==> src/rtl/mmcm_drp_reconfig.sv <==
// ----------------------------------------------------------------------------
// mmcm_drp_reconfig : replays a ROM of {addr, mask, data} entries into an MMCM
// as DRP read-modify-write cycles while holding the MMCM in reset.
// Revision: 1.0
// ----------------------------------------------------------------------------
`default_nettype none

module mmcm_drp_reconfig #(
  parameter int N_ENTRIES    = 23,
  parameter int DRDY_TIMEOUT = 255
) (
  input  logic        DCLK,
  input  logic        RST,
  input  logic        SSTEP,
  output logic        BUSY,
  output logic        ERROR,
  output logic [5:0]  ROM_ADDR,
  input  logic [38:0] ROM_DATA,
  output logic [6:0]  DADDR,
  output logic        DEN,
  output logic        DWE,
  output logic [15:0] DI,
  input  logic [15:0] DO,
  input  logic        DRDY,
  input  logic        LOCKED,
  output logic        RST_MMCM
);

  typedef enum logic [2:0] {
    WAIT_LOCK = 3'd0,
    IDLE      = 3'd1,
    ROM_WAIT  = 3'd2,
    DRP_RD    = 3'd3,
    WAIT_RD   = 3'd4,
    DRP_WR    = 3'd5,
    WAIT_WR   = 3'd6
  } state_t;

  localparam logic [5:0]  LAST_IDX = 6'(N_ENTRIES - 1);
  localparam logic [15:0] TO_LAST  = 16'(DRDY_TIMEOUT - 1);

  state_t      state;
  state_t      state_nxt;
  logic [5:0]  idx;
  logic [15:0] wait_cnt;
  logic [6:0]  daddr_q;
  logic [15:0] mask_q;
  logic [15:0] data_q;
  logic [15:0] di_q;
  logic        rst_mmcm_q;
  logic        error_q;
  logic        timed_out;

  // DRDY on the final allowed wait cycle wins over the timeout.
  assign timed_out = (wait_cnt == TO_LAST) && !DRDY;

  always_ff @(posedge DCLK or posedge RST) begin
    if (RST) begin
      state <= WAIT_LOCK;
    end else begin
      state <= state_nxt;
    end
  end

  always_comb begin
    state_nxt = state;
    BUSY      = 1'b1;
    DEN       = 1'b0;
    DWE       = 1'b0;
    DADDR     = daddr_q;
    case (state)
      WAIT_LOCK: if (LOCKED) state_nxt = IDLE;
      IDLE: begin
        BUSY = 1'b0;
        if (SSTEP) state_nxt = ROM_WAIT;
      end
      ROM_WAIT: state_nxt = DRP_RD;
      DRP_RD: begin
        DEN       = 1'b1;
        DADDR     = ROM_DATA[38:32];
        state_nxt = WAIT_RD;
      end
      WAIT_RD: begin
        if (DRDY)           state_nxt = DRP_WR;
        else if (timed_out) state_nxt = WAIT_LOCK;
      end
      DRP_WR: begin
        DEN       = 1'b1;
        DWE       = 1'b1;
        state_nxt = WAIT_WR;
      end
      WAIT_WR: begin
        if (DRDY)           state_nxt = (idx == LAST_IDX) ? WAIT_LOCK : ROM_WAIT;
        else if (timed_out) state_nxt = WAIT_LOCK;
      end
      default: state_nxt = WAIT_LOCK;
    endcase
  end

  always_ff @(posedge DCLK or posedge RST) begin
    if (RST) begin
      idx        <= 6'd0;
      wait_cnt   <= 16'd0;
      daddr_q    <= 7'd0;
      mask_q     <= 16'd0;
      data_q     <= 16'd0;
      di_q       <= 16'd0;
      rst_mmcm_q <= 1'b0;
      error_q    <= 1'b0;
    end else begin
      case (state)
        IDLE: begin
          if (SSTEP) begin
            idx        <= 6'd0;
            rst_mmcm_q <= 1'b1;
            error_q    <= 1'b0;
          end
        end
        DRP_RD: begin
          daddr_q  <= ROM_DATA[38:32];
          mask_q   <= ROM_DATA[31:16];
          data_q   <= ROM_DATA[15:0];
          wait_cnt <= 16'd0;
        end
        WAIT_RD: begin
          // Mask bit set keeps the bit currently held in the MMCM register.
          if (DRDY) begin
            di_q <= (DO & mask_q) | (data_q & ~mask_q);
          end else if (timed_out) begin
            error_q    <= 1'b1;
            rst_mmcm_q <= 1'b0;
          end else begin
            wait_cnt <= wait_cnt + 16'd1;
          end
        end
        DRP_WR: wait_cnt <= 16'd0;
        WAIT_WR: begin
          if (DRDY) begin
            if (idx == LAST_IDX) rst_mmcm_q <= 1'b0;
            else                 idx        <= idx + 6'd1;
          end else if (timed_out) begin
            error_q    <= 1'b1;
            rst_mmcm_q <= 1'b0;
          end else begin
            wait_cnt <= wait_cnt + 16'd1;
          end
        end
        default: ;
      endcase
    end
  end

  assign ROM_ADDR = idx;
  assign DI       = di_q;
  assign ERROR    = error_q;
  assign RST_MMCM = rst_mmcm_q;

endmodule

`default_nettype wire

==> config.mk <==
export PLATFORM = sky130hd
export DESIGN_NAME = mmcm_drp_reconfig
export DESIGN_NICKNAME = d
export VERILOG_FILES = /design/src/rtl/mmcm_drp_reconfig.sv
export SDC_FILE = /design/constraint.sdc
export NUM_CORES = 1
export LEC_CHECK = 0
export CAP_MARGIN = 20
export CORE_MARGIN = 8
export CORE_UTILIZATION = 25
export DETAILED_ROUTE_END_ITERATION = 8
export HOLD_SLACK_MARGIN = 0.05
export SLEW_MARGIN = 20
export SYNTH_ARGS = -nofsm -noshare
export SYNTH_HDL_FRONTEND = slang
export SYNTH_SLANG_ARGS = --single-unit
export TNS_END_PERCENT = 30
==> constraint.sdc <==
create_clock -name DCLK -period 7.8 [get_ports DCLK]
set_input_delay 1.95 -clock DCLK [delete_from_list [all_inputs] [get_ports DCLK]]
set_output_delay 1.95 -clock DCLK [all_outputs]
set_load 0.01 [all_outputs]
# After elaboration in Yosys (flattened, before gate mapping)
# Index checks and enable logic that the tools add are counted.
# totals
word_cells	75
register_bits	82
out_inout_bits	34
# classes
bitwise_logic	4
n_reduce_logical	15
muxes	28
n_addsub	2
eq_ne	17
# op_table
cell	count
$and A16 B16 Y16	2
$mux W16	2
$pmux W16 S2	1
$pmux W3 S7	1
$mux W6	3
$add A16 B1 Y16 const B	1
$eq A16 B8 Y1 const B	1
$not A16 Y16	1
$or A16 B16 Y16	1
$mux W3	5
$ne A2 B2 Y1 const B	7
$pmux W6 S2	1
$reduce_and A4 Y1	3
$mux W1	11
$eq A3 B3 Y1 const B	3
$mux W7	1
$add A6 B1 Y6 const B	1
$eq A3 B2 Y1 const B	2
$eq A6 B5 Y1 const B	1
$reduce_bool A2 Y1	3
$reduce_and A2 Y1	2
$reduce_or A2 Y1	2
$eq A3 B1 Y1 const B	1
$logic_not A3 Y1	1
other kinds (9)	9

# Depth between registers and ports, before layout
# logic_depth
ltp_word	5
mapped_depth	7
mapped_depth_nobuf	6

# Least setup slack after synthesis
# Ideal clock, no wire load.
# synth_timing
path_type	input to output
start	input ROM_DATA[32]
end	output DADDR[0]
n_path_buf	0
path_slack_ns	3.620
stages	1
arrival_time_ns	2.230
path_cell_list	mux2_2
# synth_via
elab_chain_len	1
# synth_lines
item	line_no	source
start: declaration	18	input logic [38:0] ROM_DATA,
$mux W7	71	case (state)
end: declaration	19	output logic [6:0] DADDR,
# Every way passes these cells.

# Worst setup path after layout
# layout_timing
start	input ROM_DATA[33]
end	output DADDR[1]
# The elaborated chain is that of the path after synthesis.

==> reports/results.txt <==
The net count of the finished layout was 470; the number of global-route vias before repair was 2944. Per-cell routed wire length: 15.2 µm. For the detailed placer's ending HPWL, the log shows 6310 µm.

The diode insertion count for antenna repair came out at 0. Number of gates given a new drive strength after cts: 0. The average instance in the mapped netlist occupies 11.7 µm².

The clock sink total is 82, and the highest clock rate is 198 MHz. The final hold violation count is 0. The share of power burned in combinational logic is 35.7%, and the height of the die is 137 µm. The analysis attributes to cell leakage a power of 2.11 nW.

The number of library cell types mapped by synthesis came out at 42. The share of total power dissipated in the clock network is 24.4%. Buffers inserted to repair hold after CTS numbered 0. After synthesis, the share of flip-flops with an asynchronous set or reset is 100%. For this design the total switching power over the nets is 557 µW. Net switching is 31.0% of the power. The Yosys step of the flow raised 0 warnings. The logs give 3 for the H-tree depth and 0.34 ns for the insertion delay to the later sink of the worst-skew pair. Across the VDD grid, the largest voltage drop is 0.180 mV. The core region is 0.0144 mm². The post-route clock period utilization works out to 64.9%.

Setup repair after global routing left no endpoint under its margin. For the number of fillers in the final layout, the log shows 1448. The floorplan step set the die width to 137 µm. The sequential cell area fraction in the yosys report is 56.0%.

The run gives 312 as the number of instances in the synthesized netlist. After routing, the total negative slack on setup checks comes to 0 ns. The root buffer cell chosen for the clock tree is sky130_fd_sc_hd__clkbuf_16. The classification of the worst-slack hold path is reg2reg. Yosys attributes the largest share of cell area to sky130_fd_sc_hd__dfrtp_1 (56%), sky130_fd_sc_hd__mux2_2 (12%), sky130_fd_sc_hd__mux2i_1 (5.7%). After floorplanning, the core was divided into 44 placement rows.

Across all layers, the routed design uses 2707 vias. In the final layout, the share of cells above drive strength 1 is 15.6%. The first global-routing pass estimated 15000 µm of wire. The logs give 0 for the count of pins over their slew limit and 0 for the number of max-capacitance violations reported. The final cell count without fillers is 595.

Setup violations remaining at the end of the flow were counted as 0. In this run, synthesis inferred 0 flip-flops with an integrated enable. The worst setup margin is 2.74 ns, and the clock-pin transition on the worst setup and hold timing paths is 0.05 ns.

The transition time of the tightest slew-check pin is 0.907 ns, and the post-synthesis cell area is 0.00366 mm². TritonCTS built the clock tree. Entering global routing, the biggest net connects 83 pins. During placement, the flow inserted port buffers numbering 93.

Cells fill 35.4% of the core in the end. In this run the power density over the cells is 351 mW/mm². The critical path in this run is classified as in2out. Critical register-to-register path startpoint: wait_cnt[0]. In this run, flip-flops and latches consume 39.9% of the power. Summed over all layers, the routed wires come to 9030 µm.

The flow ran to the end, and the final reports show no timing, DRC or antenna violations. The net count of the mapped netlist was 376. Cell internal power was estimated by the tool at 1.24 mW. The most instantiated flip-flop cell in the synthesis netlist was sky130_fd_sc_hd__dfrtp_1.

The startpoint identified for the worst hold timing path is daddr_q[5]. The tools report the violation count after the first detailed-route iteration as 120. TritonCTS created 9 clock buffers. The run gives 4 as the number of detailed-route iterations in the first pass. Routability-driven placement finished with a final weighted congestion of 0.764. The total overflow left after global routing is 0. The via density per instance was 4.55.

Leaving out fill and tap cells, the most frequent cell in the layout is sky130_fd_sc_hd__clkdlybuf4s50_1. The run gives 0 as the number of antenna violations at the first check in global routing. After layout, the minimum clock period comes to 5.06 ns. The worst-path maximum fanout came out at 2. Data on the critical path is required at its endpoint by 5.85 ns. Once the clock tree was built, the setup fixing pass inserted 0 buffers. The detail route stage leaves a number of antenna-violating nets equal to 0. The area share of the largest cell type after synthesis was 56.0%.

In the global route stage, overall resource usage came out at 10.1%. The tools report the critical path capture point type as an output pin. Synthesis inferred 82 register bits.

For the worst setup path, the data arrival time is 3.11 ns. Between clock sinks in the finished design, the worst skew comes to 0.00927 ns. In the layout the commonest cells are sky130_fd_sc_hd__clkdlybuf4s50_1 (93), sky130_fd_sc_hd__dfrtp_1 (82), sky130_fd_sc_hd__mux2_2 (39). The worst slew margin relative to its limit is 39.4%, and the area added between synthesis and finish is 39.5%.

The die covers 0.0188 mm². The cell taking the most area after synthesis is sky130_fd_sc_hd__dfrtp_1. After detailed routing, the number of remaining DRC violations is 0. The buffer levels on the longest clock path is 2, and the cell count after placement is 579. Once the floorplan was initialized, standard cells occupied 25.4% of the core. OpenSTA, run right after detailed placement, puts the worst setup slack at 2.73 ns.

The type of origin of the critical path is an input pin. Pin placement for this block handled 94 I/O pins. In this run the worst setup path begins at ROM_DATA[33].
[cell usage after synthesis, types with 4 or more instances]
cell type                   n
sky130_fd_sc_hd__dfrtp_1   82
sky130_fd_sc_hd__mux2_2    39
sky130_fd_sc_hd__nor2_1    26
sky130_fd_sc_hd__a21oi_1   23
sky130_fd_sc_hd__mux2i_1   21
sky130_fd_sc_hd__nand2_1   19
sky130_fd_sc_hd__clkbuf_1   9
sky130_fd_sc_hd__nand3_1    8
sky130_fd_sc_hd__inv_1      7
sky130_fd_sc_hd__o211ai_1   7
sky130_fd_sc_hd__o21ai_0    7
sky130_fd_sc_hd__nor3_1     5
sky130_fd_sc_hd__o31ai_1    5
sky130_fd_sc_hd__ha_1       4
sky130_fd_sc_hd__or4_1      4
sky130_fd_sc_hd__xnor2_1    4
[registers in the layout, summed over array words and instances, names as in the netlist]
signal    flops
DI           16
ROM_ADDR      6
state         3
ERROR         1
RST_MMCM      1
data_q       16
wait_cnt     16
daddr_q       7
mask_q       16
[worst max-delay path, cell delays in order]
cell	delay [ns]
sky130_fd_sc_hd__clkdlybuf4s50_1	0.40
sky130_fd_sc_hd__mux2_2	0.28
sky130_fd_sc_hd__clkdlybuf4s50_1	0.48
[metrics by stage]
step	total power [mW]	hold slack [ns]	instance area, µm²
floorplan	1.09	0.459	3660
global placement	1.35	0.475	4800
detailed placement	1.38	0.480	4800
CTS	1.83	0.494	5110
global route	1.92	0.513	5110
finish	1.79	0.493	5110
[power by group through the flow]
stage | sequential [mW] | clock, mW | combinational, mW
after global routing | 0.744 | 0.468 | 0.709
after floorplan | 0.708 | 0 | 0.379
after CTS | 0.719 | 0.452 | 0.656
after global placement | 0.717 | 0 | 0.635
final | 0.716 | 0.437 | 0.640
after detailed placement | 0.724 | 0 | 0.655
[logic make-up after synthesis]
logic type                 share of synthesized area (%)
DFF                                                 56.0
buffers and inverters                               2.25
adders and majority gates                           1.37
muxes                                               17.7
xor gates and xnor gates                            1.43
and+or+nand+nor                                     13.5
AOI/OAI and AO/OA                                   7.68
[worst paths after layout]
kind	endpoint	slack, ns	cells past startpoint
setup / recovery	DADDR[1]	2.74	3
hold / removal	daddr_q[5]	0.49	1
setup reg to reg	RST_MMCM	5.29	6
hold reg to reg	daddr_q[5]	0.49	1
max in group asynchronous	mask_q[2]	5.15	3
min in group asynchronous	daddr_q[0]	2.16	3
[per-layer routing]
metal / up-vias / part of all wire (%) / track usage [%]
met5: - / 0 / 0
li1: 1305 / - / -
met4: 0 / 1.6 / 4.04
met1: 1324 / 45 / 12.5
met2: 66 / 47 / 15.6
met3: 12 / 6.9 / 3.89
[layout make-up]
class	instances	area (µm²)	share of cell area [%]
Clock buffer	12	256	5.02
Clock inverter	4	48.8	0.955
Inverter	8	31.3	0.612
Multi-Input combinational cell	209	1530	30.0
Sequential cell	82	2050	40.2
Timing Repair Buffer	96	957	18.7
Tap cell	184	230	4.51
Power figures use the tool's default switching activity.
